File: src/rtl/dotmem_pkg.sv
// Shared types and helpers for the dot-product SRAM sequencer.
package dotmem_pkg;

    localparam int unsigned DEF_ADDR_WIDTH   = 4;
    localparam int unsigned DEF_NUMS_OPERAND = 2;
    localparam int unsigned RESULT_BANK      = DEF_NUMS_OPERAND;
    localparam int unsigned PERF_W           = 16;

    typedef enum logic [2:0] {
        ST_IDLE  = 3'd0,
        ST_RUN   = 3'd1,
        ST_DRAIN = 3'd2,
        ST_WRITE = 3'd3,
        ST_DONE  = 3'd4
    } state_t;

    // Bit offset of a bank's slice inside a packed address bus.
    function automatic int unsigned slice_off(input int unsigned bank, input int unsigned aw);
        return bank * aw;
    endfunction

endpackage

File: src/rtl/dotmem_valid_pipe.sv
// Read-latency alignment pipe carrying {valid, first} from read issue to
// accumulator control; also reports whether any beat is still in flight.
module dotmem_valid_pipe #(
    parameter int unsigned Read_Latency = 1
) (
    input  logic clk,
    input  logic rst,
    input  logic valid_in,
    input  logic first_in,
    output logic acc_valid,
    output logic acc_clear,
    output logic pipe_empty
);

    logic [Read_Latency-1:0] v_q;
    logic [Read_Latency-1:0] f_q;
    logic                    pend;

    // Shift register, stage 0 loads the issue strobe.
    always_ff @(posedge clk) begin
        if (rst) begin
            v_q <= '0;
            f_q <= '0;
        end else begin
            for (int i = int'(Read_Latency) - 1; i > 0; i--) begin
                v_q[i] <= v_q[i-1];
                f_q[i] <= f_q[i-1];
            end
            v_q[0] <= valid_in;
            f_q[0] <= first_in;
        end
    end

    // Beats still queued behind the output stage.
    always_comb begin
        pend = 1'b0;
        for (int i = 0; i < int'(Read_Latency) - 1; i++) begin
            pend = pend | v_q[i];
        end
    end

    assign acc_valid  = v_q[Read_Latency-1];
    assign acc_clear  = f_q[Read_Latency-1];
    assign pipe_empty = ~pend;

endmodule

File: src/rtl/dot_mem_sequencer.sv
// Job-based SRAM sequencer for the dot-product datapath.
// Optional feature: define DOTMEM_PERF_CNT_EN to build the busy-cycle counter.
module dot_mem_sequencer
    import dotmem_pkg::*;
#(
    parameter int unsigned Addr_Width   = DEF_ADDR_WIDTH,
    parameter int unsigned Ram_Depth    = 16,
    parameter int unsigned Nums_Operand = DEF_NUMS_OPERAND,
    parameter int unsigned Nums_SRAM    = Nums_Operand + 1,
    parameter int unsigned Read_Latency = 1
) (
    input  logic                            clk,
    input  logic                            Mem_reset,
    input  logic                            Start,
    input  logic [Addr_Width:0]             Vec_Len,
    input  logic                            Pause,
    input  logic                            Clear_Req,
    output logic [Nums_SRAM-1:0]            Mem_Clear,
    output logic [Nums_SRAM-1:0]            En_Chip_Select,
    output logic [Nums_SRAM-1:0]            En_Write,
    output logic [Nums_SRAM-1:0]            En_Read,
    output logic [Nums_SRAM*Addr_Width-1:0] Addr_Read,
    output logic [Nums_SRAM*Addr_Width-1:0] Addr_Write,
    output logic                            Acc_Clear,
    output logic                            Acc_Valid,
    output logic                            Busy,
    output logic                            Done,
    output logic [PERF_W-1:0]               Perf_Cycles
);

    state_t                state_q, state_d;
    logic [Addr_Width-1:0] idx_q, len_m1_q, res_ptr_q, wr_addr_q;
    logic                  mem_clear_q;
    logic [Addr_Width:0]   len_clamped;
    logic                  start_ok, clear_ok, issue, pipe_empty;

    // Length clamp and IDLE-only request qualification (clear beats start).
    always_comb begin
        if (Vec_Len > (Addr_Width+1)'(Ram_Depth)) len_clamped = (Addr_Width+1)'(Ram_Depth);
        else                                      len_clamped = Vec_Len;
        clear_ok = (state_q == ST_IDLE) && Clear_Req;
        start_ok = (state_q == ST_IDLE) && Start && !Clear_Req;
        issue    = (state_q == ST_RUN) && !Pause;
    end

    // State register.
    always_ff @(posedge clk) begin
        if (Mem_reset) state_q <= ST_IDLE;
        else           state_q <= state_d;
    end

    // Next-state and bank strobes.
    always_comb begin
        state_d    = state_q;
        En_Read    = '0;
        En_Write   = '0;
        Addr_Read  = '0;
        Addr_Write = '0;
        Busy       = 1'b0;
        Done       = 1'b0;
        for (int unsigned b = 0; b < Nums_Operand; b++) begin
            En_Read[b]                                   = issue;
            Addr_Read[slice_off(b, Addr_Width) +: Addr_Width] = idx_q;
        end
        Addr_Write[slice_off(Nums_Operand, Addr_Width) +: Addr_Width] = wr_addr_q;
        case (state_q)
            ST_IDLE: begin
                if (start_ok) state_d = (len_clamped == '0) ? ST_DONE : ST_RUN;
            end
            ST_RUN: begin
                Busy = 1'b1;
                if (issue && (idx_q == len_m1_q)) state_d = ST_DRAIN;
            end
            ST_DRAIN: begin
                Busy = 1'b1;
                if (pipe_empty) state_d = ST_WRITE;
            end
            ST_WRITE: begin
                Busy                   = 1'b1;
                En_Write[Nums_Operand] = 1'b1;
                Addr_Write[slice_off(Nums_Operand, Addr_Width) +: Addr_Width] = res_ptr_q;
                state_d                = ST_DONE;
            end
            ST_DONE: begin
                Done    = 1'b1;
                state_d = ST_IDLE;
            end
            default: state_d = ST_IDLE;
        endcase
    end

    // Element index, job length, result pointer and clear strobe.
    always_ff @(posedge clk) begin
        if (Mem_reset) begin
            idx_q       <= '0;
            len_m1_q    <= '0;
            res_ptr_q   <= '0;
            wr_addr_q   <= '0;
            mem_clear_q <= 1'b0;
        end else begin
            mem_clear_q <= clear_ok;
            if (start_ok) len_m1_q <= Addr_Width'(len_clamped - (Addr_Width+1)'(1));
            if (start_ok && (len_clamped != '0))      idx_q <= '0;
            else if (issue && (idx_q != len_m1_q))    idx_q <= idx_q + Addr_Width'(1);
            if (clear_ok) begin
                res_ptr_q <= '0;
            end else if (state_q == ST_WRITE) begin
                res_ptr_q <= res_ptr_q + Addr_Width'(1);
                wr_addr_q <= res_ptr_q;
            end
        end
    end

    assign Mem_Clear      = {Nums_SRAM{mem_clear_q}};
    assign En_Chip_Select = Mem_Clear | En_Read | En_Write;

    // Accumulator control aligned to SRAM read latency.
    dotmem_valid_pipe #(
        .Read_Latency (Read_Latency)
    ) u_valid_pipe (
        .clk        (clk),
        .rst        (Mem_reset),
        .valid_in   (issue),
        .first_in   (issue && (idx_q == '0)),
        .acc_valid  (Acc_Valid),
        .acc_clear  (Acc_Clear),
        .pipe_empty (pipe_empty)
    );

`ifdef DOTMEM_PERF_CNT_EN
    logic [PERF_W-1:0] perf_q;

    // Saturating busy-cycle counter, restarted by each accepted job.
    always_ff @(posedge clk) begin
        if (Mem_reset)                              perf_q <= '0;
        else if (start_ok)                          perf_q <= '0;
        else if (Busy && (perf_q != {PERF_W{1'b1}})) perf_q <= perf_q + PERF_W'(1);
    end

    assign Perf_Cycles = perf_q;
`else
    assign Perf_Cycles = '0;
`endif

endmodule

File: config.mk
export PLATFORM = sky130hd
export DESIGN_NAME = dot_mem_sequencer
export DESIGN_NICKNAME = d
export VERILOG_FILES = /design/src/rtl/dotmem_pkg.sv /design/src/rtl/dotmem_valid_pipe.sv /design/src/rtl/dot_mem_sequencer.sv
export SDC_FILE = /design/constraint.sdc
export NUM_CORES = 1
export LEC_CHECK = 0
export ABC_AREA = 0
export CAP_MARGIN = 20
export CORE_MARGIN = 4
export CORE_UTILIZATION = 41
export DETAILED_ROUTE_END_ITERATION = 8
export PLACE_DENSITY_LB_ADDON = 0.15
export SKIP_LAST_GASP = 1
export SYNTH_ARGS = -nofsm -noshare
export SYNTH_HDL_FRONTEND = slang
export SYNTH_SLANG_ARGS = --single-unit
export TNS_END_PERCENT = 10
File: constraint.sdc
create_clock -name clk -period 1.9 [get_ports clk]
set_input_delay 0.475 -clock clk [delete_from_list [all_inputs] [get_ports clk]]
set_output_delay 0.475 -clock clk [all_outputs]
set_load 0.005 [all_outputs]
=== Yosys cells after proc, flatten, opt, wreduce, memory -nomap -nowiden ===
Cells that the tools add are included.

* Bits in registers: 22
* Bits in latches: 0
* Bits in writable memories: 0
* ROM bits: 0
* Output and inout bits: 56
* Memories: 0

* $add $sub $neg: 3
* Multipliers: 0
* Divide/modulo/power cells: 0
* Order comparisons: 1
* Equal/unequal tests: 8
* Shift-type cells: 0
* Muxes and demuxes: 9
* Bitwise logic cells: 2
* Reductions and logical operators: 18

{| class="wikitable"
|+ Operator list
! operator !! number
|-
| $pmux W3 S4 || 1
|-
| $mux W3 || 3
|-
| $add A4 B1 Y4 const B || 2
|-
| $logic_and A1 B1 Y1 || 8
|-
| $eq A3 B2 Y1 const B || 2
|-
| $gt A5 B5 Y1 const B || 1
|-
| $logic_not A5 Y1 || 1
|-
| $mux W5 || 1
|-
| $reduce_bool A5 Y1 || 1
|-
| $eq A4 B4 Y1 || 1
|-
| $logic_not A4 Y1 || 1
|-
| $mux W4 || 1
|-
| $ne A4 B4 Y1 || 1
|-
| $reduce_or A2 Y1 || 2
|-
| $sub A4 B1 Y4 const B || 1
|-
| $eq A3 B1 Y1 const B || 1
|-
| $eq A3 B3 Y1 const B || 1
|-
| $logic_not A3 Y1 || 1
|-
| $mux W1 || 3
|-
| $or A3 B2 Y3 || 1
|-
| $or A3 B3 Y3 || 1
|-
| $reduce_or A3 Y1 || 1
|-
| $logic_not A1 Y1 || 2
|-
| $ne A2 B1 Y1 const B || 1
|-
| other kinds (2) || 2
|}

=== Logic depth before layout (Yosys ltp) ===
* Word-level depth: 6
* Depth in mapped cells: 7
* Depth with buffers taken out: 7

=== Hierarchy ===
From an unflattened synthesis, not the netlist that was laid out.

* Cells, all modules: 167
* Area, all modules: 1403.8 sq um

{| class="wikitable"
|+ Modules (own cells, without submodules)
! module !! times used !! cells an instance !! area an instance (sq um) !! sequential area each (sq um)
|-
| dot_mem_sequencer || 1 || 161 || 1340.0 || 400.4
|-
| dotmem_valid_pipe || 1 || 6 || 63.8 || 40.0
|}

=== Worst setup path after synthesis ===
No wires, ideal clock.

* Path type: register to output
* Start point: register state_q[0]
* End point: output port Addr_Write[10]
* Arrival: 1.224 ns
* Required time: 1.425 ns
* Setup slack: 0.201 ns
* Cell stages (with the launch flop): 6
* Path buffers: 1
* Cell sequence: dfxtp_1 > buf_2 > nand2_1 > or2_1 > inv_2 > mux2_1

* Word-level cells in the longest chain between the ends: 2

{| class="wikitable"
|+ Ends and longest elaborated chain
! what !! RTL line !! text
|-
| start, declared || dot_mem_sequencer.sv:31 || <nowiki>state_t state_q, state_d;</nowiki>
|-
| start signal, assigned || dot_mem_sequencer.sv:49 || <nowiki>else state_q <= state_d;</nowiki>
|-
| $eq A3 B2 Y1 || dot_mem_sequencer.sv:66 || <nowiki>case (state_q)</nowiki>
|-
| $mux W4 || dot_mem_sequencer.sv:66 ||
|-
| end, declared || dot_mem_sequencer.sv:23 || <nowiki>output logic [Nums_SRAM*Addr_Width-1:0] Addr_Write,</nowiki>
|}

Every way passes these cells.

=== Worst setup path after layout ===
* Start point: register state_q[1]
* End point: output port Addr_Write[11]

Same word-level chain as after synthesis.

==> flow_summary.ini <==
[worst_setup_path]
crit_path_start_kind = flip-flop
critical_path_required_ns = 1.42
r2r_cells = 10
crit_fanout = 5
cp-end-kind = output port
crit_arrival_ns = 1.55
worstReg2RegEnd = idx_q[3]$_SDFFE_PP0P_
r2r_start = state_q[2]$_SDFFE_PP0P_
rrSetupSlack_ns = -0.04
critPathKind = flip-flop to output port

[yosys]
yosysTopAreaCell = dfxtp_1
synth_top_flop_cell = dfxtp_1
synth_simple_gate_area_share_pct = 20.1
netlist_area_mm2 = 0.00140
yosysSeqAreaShare_pct = 31.6
synth_top_family_by_area = buffers and inverters
synth_xor_area_share_pct = 6.28
yosysMostFrequentCell = buf_4
ys_ff_latch = 22
yosysWarnings = 0
synth_cell_type_count = 36
synthCells = 161
yosys.area_share.adder_pct = 4.48
synth_edf_count = 0
synth_top_area_share_pct = 31.6
synth_compound_area_share_pct = 8.16
synth_mux_area_share_pct = 3.95
yosys-top-cells-count = 41 x buf_4, 22 x dfxtp_1, 15 x nor2_1
synthArstFlopShare_pct = 0
synth.area.top_cells = dfxtp_1 32%, buf_4 22%, ha_1 4.5%
synth.avg_cell_area_um2 = 8.67

[timing]
finClkSkew_ns = 0.00866
setup_ws_ns = -0.125
timing.fmax_mhz = 494
min_period_ns = 2.02
hold_violations = 0
final_max_slew_viol_count = 0
finalSetupViolCount = 11
rsz0062_at_grt = yes
period_share_pct = 107

[power_and_ir_drop]
p_leak_uw = 0.000858
swShare_pct = 23.6
power_density_mw_per_mm2 = 566
total_power_uw = 1040
comb_power_share_pct = 18.7
switchingPower_uw = 246
sequentialPowerShare_pct = 46.6
pwr-share-clk_pct = 34.7
internal_power_uw = 793
ir_drop_v = 0.000596

[floorplan]
initial_utilization_pct = 44.2
die_h_um = 66.3
core_mm2 = 0.00315
dieArea_mm2 = 0.00440
row_count = 20
die_x_um = 66.3
ios = 66

[layout]
final_nets = 227
antennaDiodeCount = 0
area_growth_pct = 31.6
fillers = 308
drive_gt1_share_pct = 23.2

[detailed_routing]
route.detailed.drc = 0
antenna_left = 0
firstDrtPassIters = 4
routed_wl_um = 2890
drtIter0Drc = 49
vias = 1106
via_per_inst = 4.34
wl_per_cell_um = 11.3

[flow_run]
max_cap_violations = 0

[global_routing]
grt_antenna_before_repair = 0
grt_pass1_vias = 1084
grt_pass1_wl_um = 4640
grt_max_degree = 14
overflow = 0
grtUsageTotal_pct = 13.7

[min_path]
whs_path_depth = 2
worstHoldStart = state_q[0]$_SDFFE_PP0P_
min_to = state_q[2]$_SDFFE_PP0P_
min_path_type = flip-flop to flip-flop

[placed_design]
place_ws_ns = -0.411
dp_hpwl_um = 2280
gp_congestion = 0.779
portBuffers = 34

[cts]
clock_latency_ns = 0.31
clockBufferDepth = 2
cts_tree = yes
clkSinkCount = 22
cts_max_level = 1
cts_root_buf = clkbuf_4
numCtsBuffers = 3
path_clk_slew_ns = 0.13

[status]
status = finished, violations left
violations = setup timing
## sequential cells by signal, indices dropped and copies added, names as in the netlist
signal	flops
wr_addr_q	4
state_q	3
res_ptr_q	4
idx_q	4
len_m1_q	4
mem_clear_q	1
u_valid_pipe.acc_valid	1
u_valid_pipe.acc_clear	1
## timing repair
| item | in CTS | in global routing |
|---|---|---|
| endpoints found under the setup margin | 12 | 16 |
| gates resized for setup | 38 | 5 |
| hold buffers | 0 | 0 |
| cloned | 1 | 0 |
| pin swaps | 3 | 1 |
| setup buffers | 6 | 0 |
## routing by layer
metal / global-route usage [%] / vias up / part of all wire, %
met5: 0 / - / 0
met4: 5.58 / 0 / 1.6
met3: 3.91 / 4 / 7.0
met2: 26.1 / 34 / 53
met1: 13.7 / 507 / 38
li1: - / 561 / -
## through the flow
step	std cells	util [%]	hold slack (ns)	area, µm²	TNS [ns]
finish	255	58.2	0.481	1840	-1.05
global route	255	58.2	0.516	1840	-2.42
detailed placement	244	54.6	0.471	1720	-4.02
CTS	255	58.2	0.487	1840	-1.45
global placement	244	54.6	0.471	1720	-3.57
floorplan	191	-	0.464	1510	0
## worst max path at each step
stage / start / endpoint / slack (ns) / cells past startpoint
6_report: state_q[1]$_SDFFE_PP0P_ / Addr_Write[11] / -0.12 / 5
2_1_floorplan: state_q[0]$_SDFFE_PP0P_ / Addr_Write[10] / 0.20 / 5
3_3_place_gp: Pause / En_Read[0] / -0.40 / 4
3_5_place_dp: Pause / En_Read[1] / -0.41 / 4
5_1_grt: state_q[1]$_SDFFE_PP0P_ / Addr_Write[9] / -0.20 / 5
4_1_cts: state_q[1]$_SDFFE_PP0P_ / En_Read[1] / -0.18 / 6
## placed cells by master (no fill, tap or decap), drive strengths merged, types with 6 or more instances in the layout
cell type | netlist | final
nor2 | 15 | 15
buf | 44 | 31
dfxtp | 22 | 22
nand2 | 9 | 9
xor2 | 6 | 6
conb | 1 | 31
nor2b | 8 | 8
clkdlybuf4s50 | 0 | 22
## power by group through the flow
stage,registers [µW],clock network (µW),logic [µW]
2_1_floorplan,492,0,150
3_3_place_gp,493,0,188
3_5_place_dp,494,0,191
4_1_cts,484,371,194
5_1_grt,487,394,214
6_report,484,360,195
## cells by family after synthesis
family / Yosys count
AND/OR/NAND/NOR: 52
XOR/XNOR: 10
multiplexers: 5
AO/OA/AOI/OAI: 16
buffers and inverters: 50
adder cells (fa/ha/maj): 5
other: 1
flip-flops: 22
## worst max-delay path, stage by stage (launching register included)
cell	delay (ns)
dfxtp_2	0.36
nand2_1	0.07
or2_4	0.29
inv_6	0.09
mux2_4	0.30
buf_2	0.13
## final cells by class
| type | instances | area, µm² | share of cell area, % |
|---|---|---|---|
| Multi-Input combinational cell | 119 | 736 | 40.1 |
| Clock buffer | 3 | 22.5 | 1.23 |
| Clock inverter | 1 | 30.0 | 1.64 |
| Inverter | 5 | 23.8 | 1.30 |
| Sequential cell | 22 | 444 | 24.2 |
| Timing Repair inverter | 1 | 7.51 | 0.409 |
| Tap cell | 44 | 55.1 | 3.00 |
| Timing Repair Buffer | 60 | 517 | 28.2 |
No activity file was read; power rests on OpenSTA's default activity.
==> edit 1: new RTL, same flow settings <==
Add a define of `DOTMEM_PERF_CNT_EN`.
--- a/src/rtl/dot_mem_sequencer.sv
+++ b/src/rtl/dot_mem_sequencer.sv
@@ -1,4 +1,6 @@
 // Job-based SRAM sequencer for the dot-product datapath.
 // Optional feature: define DOTMEM_PERF_CNT_EN to build the busy-cycle counter.
+`define DOTMEM_PERF_CNT_EN
+
 module dot_mem_sequencer
     import dotmem_pkg::*;
Check against the original RTL: not equivalent (a bounded check fails within 4 cycles, from zero or initial values and one cycle with Mem_reset high).
==> edit 1 against the original RTL <==
  * The run still ends with setup timing left
  * Setup slack worse by 0.051 ns
  * Design area is 58% higher
  * Routed wire length is 64% higher
  * Sequential share of layout area is 2.1 points higher
  * Critical path depth stayed put
  * Area after synthesis is 57% higher
  * Combinational power grew to 4.0 times the old value
  * Power is 120% higher
  * Synthesized cell count is 59% higher
  * Sequential cell count is 16 higher
  * Clock skew is 0.0060 ns lower
  * Critical endpoint is now Addr_Write[10]
==> edit 1: results (changes against the original RTL) <==
stage,metric,value,unit,change
timing,setup_viol,11,,unchanged
worst_setup_path,cp_slowest_cell,sky130_fd_sc_hd__clkdlybuf4s50_1,,was sky130_fd_sc_hd__dfxtp_2
clock_tree,clock_latency,0.29,ns,was 0.31 ns
placement,io_buffer_count,50,,was 34
clock_tree,clockRootBuffer,sky130_fd_sc_hd__clkbuf_8,,was sky130_fd_sc_hd__clkbuf_4
placement,detailed_place_hpwl,3.56,mm,was 2.28 mm
drt,wire_per_inst,12.2,µm,was 11.3 µm
status,outcome,finished with violations,,unchanged
timing,clock_skew,0.00270,ns,was 0.00866 ns
clock_tree,numCtsBuffers,5,,was 3
synth,post_synth_num_cell_types,47,,was 36
worst_setup_path,worst_path_fanout_max,6,,was 5
drt,dr.first_iter.drc_count,73,,was 49
grt,largest_net_degree_at_the_start_of_global_routing,16,,was 14
synth,synth_area_per_cell,8.57,µm²,was 8.67 µm²
worst_setup_path,critical_path_arrival,1.60,ns,was 1.55 ns
synth,ys_top_cells_by_count,"sky130_fd_sc_hd__dfxtp_1, sky130_fd_sc_hd__nand2_1, sky130_fd_sc_hd__buf_4",,"was sky130_fd_sc_hd__buf_4, sky130_fd_sc_hd__dfxtp_1, sky130_fd_sc_hd__nor2_1"
clock_tree,cts.clk_slew.worst_paths,0.07,ns,was 0.13 ns
synth,synth.area.top_cells,"sky130_fd_sc_hd__dfxtp_1, sky130_fd_sc_hd__buf_4, sky130_fd_sc_hd__nand2_1",,"was sky130_fd_sc_hd__dfxtp_1, sky130_fd_sc_hd__buf_4, sky130_fd_sc_hd__ha_1"
worst_setup_path,reg2reg_depth,8,,was 10
cells_and_area,fillerInstances,502,,was 308
placement,gp_routability_congestion,0.782,,was 0.779
worst_setup_path,critPathMaxStageDelay,0.51,ns,was 0.36 ns
timing,setup_ws,-0.176,ns,was -0.125 ns
placement,post-place-cells,378,,was 244
power,leakagePower,0.00114,µW,was 0.000858 µW
synth,post_synthesis_sequential_area_ratio,34.7,%,was 31.6%
status,failed_checks,setup timing,,unchanged
grt,grt_use_total,15.1,%,was 13.7%
cells_and_area,layout.nets,335,,was 227
-- edit 1: changes by cell type in the layout (fill, tap and decap cells not counted), moves of 9 or more --
cell | before | now
sky130_fd_sc_hd__nand2_1 | 9 | 29
sky130_fd_sc_hd__a21oi_1 | 5 | 19
sky130_fd_sc_hd__nor3_1 | 2 | 11
sky130_fd_sc_hd__clkdlybuf4s50_1 | 22 | 44
sky130_fd_sc_hd__dfxtp_1 | 19 | 36
sky130_fd_sc_hd__conb_1 | 31 | 15
-- edit 1: final timing paths --
path / slack (ns) / end / start
setup reg to reg: 0.13 / idx_q[3] / state_q[1]
hold / removal: 0.50 / Perf_Cycles[1] / Perf_Cycles[1]
hold reg to reg: 0.50 / Perf_Cycles[1] / Perf_Cycles[1]
setup / recovery: -0.18 / Addr_Write[10] / state_q[2]
-- edit 1: layer usage --
metal / GRT usage [%] / vias up / part of all wire [%] / routed length, µm
met1: 21.4 / 863 / 52 / 2470
met3: 3.66 / 6 / 4.4 / 210
li1: - / 1001 / - / -
met5: 0 / - / 0 / 0
met2: 21.8 / 47 / 42 / 2000
met4: 5.57 / 0 / 1.4 / 66
-- edit 1: power by group --
group	leakage (µW)	internal, µW	switching (µW)
Sequential	0.000309	855	52.5
Combinational	0.000769	419	360
Clock	0.0000575	366	283
Total	0.00114	1640	695
-- edit 1: worst max-delay path: cells and delay by family, from the launching register on --
kind,cells,cell delay [ns]
buffers and inverters,2,0.67
flip-flops,1,0.36
AND/OR/NAND/NOR,3,0.28
-- edit 1: per-stage QoR --
step	utilization (%)	worst slack [ns]	TNS [ns]	instance area, µm²
after global routing	56.4	-0.256	-2.05	2900
after CTS	56.2	-0.242	-2.63	2890
after floorplan	-	0.0559	0	2250
after detailed placement	53.5	-0.509	-4.63	2750
final	56.4	-0.176	-1.24	2900
after global placement	53.5	-0.466	-4.21	2750
-- edit 1: layout make-up --
class	instances	share of cell area, %
multi-input cells	192	42.1
flip-flops and latches	38	26.3
repair buffers	75	23.7
clock buffers	8	3.80
well taps	70	3.02
inverters	7	1.08
-- edit 1: kinds of logic after synthesis --
logic type	Yosys count	share of synthesized area [%]
xor+xnor	11	4.39
flops	38	34.7
compound gates	49	15.8
fa+ha+maj	6	3.42
mux	4	1.82
buf+inv	40	12.5
other cells	1	0.171
simple gates	107	27.3
-- edit 1: repair_timing --
| item | in CTS | in global routing |
|---|---|---|
| resized for setup | 8 | 5 |
| setup endpoints to repair | 18 | 19 |
| pin swaps | 2 | 0 |
| endpoints found under the hold margin | 0 | 0 |
| setup buffers | 4 | 0 |
==> edit 2: new RTL, same settings <==
Without the edit above. The 5 states of `state_t` get a one-hot encoding in 5 bits.
--- a/src/rtl/dotmem_pkg.sv
+++ b/src/rtl/dotmem_pkg.sv
@@ -7,10 +7,10 @@
     localparam int unsigned PERF_W           = 16;
 
-    typedef enum logic [2:0] {
-        ST_IDLE  = 3'd0,
-        ST_RUN   = 3'd1,
-        ST_DRAIN = 3'd2,
-        ST_WRITE = 3'd3,
-        ST_DONE  = 3'd4
+    typedef enum logic [4:0] {
+        ST_IDLE  = 5'b00001,
+        ST_RUN   = 5'b00010,
+        ST_DRAIN = 5'b00100,
+        ST_WRITE = 5'b01000,
+        ST_DONE  = 5'b10000
     } state_t;
 
Check against the original RTL: same outputs for any inputs over 10 cycles, from zero or initial values and one cycle with Mem_reset high; not proved beyond that.
==> edit 2 against the original RTL <==
  * The run still ends with setup timing left
  * Sequential cell count is 2 higher
  * Routed wire length grew 6.3%
  * Area after synthesis increased by 12%
  * Sequential share of layout area about the same
  * Utilization shrank 3.7 points
  * Die area grew 11%
  * Setup slack worse by 0.061 ns
  * Power is 0.81% lower
  * Critical path type unchanged
  * Design area up 9.6%
  * Non-clock buffer count fell by 1
==> edit 2: results (changes against the original RTL) <==
stage,metric,value,unit,change
grt,antenna_found_initial,0,,unchanged
synth,post_synth_mux_area_share,4.15,%,was 3.95%
synth,post_synth_num_cell_types,40,,was 36
status,outcome,finished with violations,,unchanged
worst_setup_path,cp_slowest_cell,sky130_fd_sc_hd__clkdlybuf4s50_1,,was sky130_fd_sc_hd__dfxtp_2
clock_tree,clockRootBuffer,sky130_fd_sc_hd__clkbuf_8,,was sky130_fd_sc_hd__clkbuf_4
clock_tree,cts.clk_slew.worst_paths,0.09,ns,was 0.13 ns
timing,setup_viol,11,,unchanged
power,pwr-share-clk,33.6,%,was 34.7%
clock_tree,clock_latency,0.26,ns,was 0.31 ns
timing,clock_skew,0.00567,ns,was 0.00866 ns
worst_hold_path,hold_start,len_m1_q[2],,was state_q[0]
drt,dr.first_iter.drc_count,34,,was 49
worst_setup_path,endpoint,En_Read[0],,was Addr_Write[11]
power,power.ir.vdd_worst,219,µV,was 596 µV
placement,detailed_place_hpwl,2.48,mm,was 2.28 mm
drt,viasPerCell,4.53,,was 4.34
grt,global_route.usage.met1,15.5,%,was 13.7%
worst_setup_path,reg2reg_depth,8,,was 10
cells_and_area,layout.nets,236,,was 227
synth,synth_xor_xnor_area_share,6.07,%,was 6.28%
drt,detailroute.wirelength.met3,174,µm,was 203 µm
synth,post_synthesis_sequential_area_ratio,30.7,%,was 31.6%
placement,post-place-cells,258,,was 244
synth,synth.area.top_cells,"sky130_fd_sc_hd__dfxtp_1, sky130_fd_sc_hd__buf_4, sky130_fd_sc_hd__ha_1",,unchanged
grt,number_of_global_route_vias_before_repair,1136,,was 1084
power,sw_frac_of_total,24.4,%,was 23.6%
cells_and_area,fillerInstances,367,,was 308
synth,post_synth_fa_ha_maj_area_fraction,3.99,%,was 4.48%
grt,grt_first_pass_wirelength,5.05,mm,was 4.64 mm
timing,setup_ws,-0.186,ns,was -0.125 ns
drt,routedLengthMet1,1.31,mm,was 1.11 mm
cells_and_area,drive_above_1_share,24.1,%,was 23.2%
power,comb_power,162,µW,was 195 µW
worst_setup_path,ff2ff_setup_slack,0,ns,was -0.04 ns
grt,grtUsageMet2,21.7,%,was 26.1%
worst_setup_path,worst_path_fanout_max,6,,was 5
cells_and_area,final_cell_count_without_fillers,268,,was 255
status,failed_checks,setup timing,,unchanged
synth,ys_top_cells_by_count,"sky130_fd_sc_hd__buf_4, sky130_fd_sc_hd__dfxtp_1, sky130_fd_sc_hd__nor2_1",,unchanged
worst_setup_path,critical_path_arrival,1.61,ns,was 1.55 ns
drt,postRouteWirelength,3.08,mm,was 2.89 mm
drt,wl_met2,1.58,mm,was 1.54 mm
==> edit 2: cell types whose count changed after synthesis, moves of 3 or more <==
cell | before | now
sky130_fd_sc_hd__nand2_1 | 9 | 3
sky130_fd_sc_hd__xnor2_1 | 4 | 7
sky130_fd_sc_hd__nor2_1 | 15 | 12
sky130_fd_sc_hd__and3_1 | 1 | 8
sky130_fd_sc_hd__xor2_1 | 6 | 2
==> edit 2: worst min-delay path by stage <==
stage	slack (ns)	to	depth (start not counted)
after detailed placement	0.51	len_m1_q[2]	2
after global placement	0.50	len_m1_q[2]	2
final	0.51	len_m1_q[2]	2
after global routing	0.54	len_m1_q[2]	2
after floorplan	0.49	len_m1_q[1]	2
after CTS	0.52	len_m1_q[2]	2
==> edit 2: through the flow <==
stage	area, µm²	utilization, %	setup WS (ns)	TNS [ns]	power (µW)
detailed placement	1890	51.2	-0.323	-3.24	698
global route	2010	54.5	-0.243	-2.14	1080
floorplan	1680	-	0.272	0	679
global placement	1890	51.2	-0.299	-2.59	693
CTS	2000	54.3	-0.251	-1.95	1040
finish	2010	54.5	-0.186	-1.15	1030
==> edit 2: area by class of cell <==
cell class              instances  share of cell area (%)
multi-input cells             127                    42.8
repair buffers                 59                    26.1
flip-flops and latches         24                    24.2
well taps                      48                    2.99
clock buffers                   4                    2.74
inverters                       6                    1.12
==> edit 2: worst register-to-register path, cell delays in order (launching register included) <==
cell and delay (ns):
sky130_fd_sc_hd__dfxtp_2 0.35, sky130_fd_sc_hd__buf_4 0.14, sky130_fd_sc_hd__nor2_4 0.16, sky130_fd_sc_hd__nand4b_4 0.12, sky130_fd_sc_hd__buf_4 0.16, sky130_fd_sc_hd__buf_4 0.12
sky130_fd_sc_hd__buf_4 0.14, sky130_fd_sc_hd__or4_4 0.51, sky130_fd_sc_hd__a21oi_2 0.13
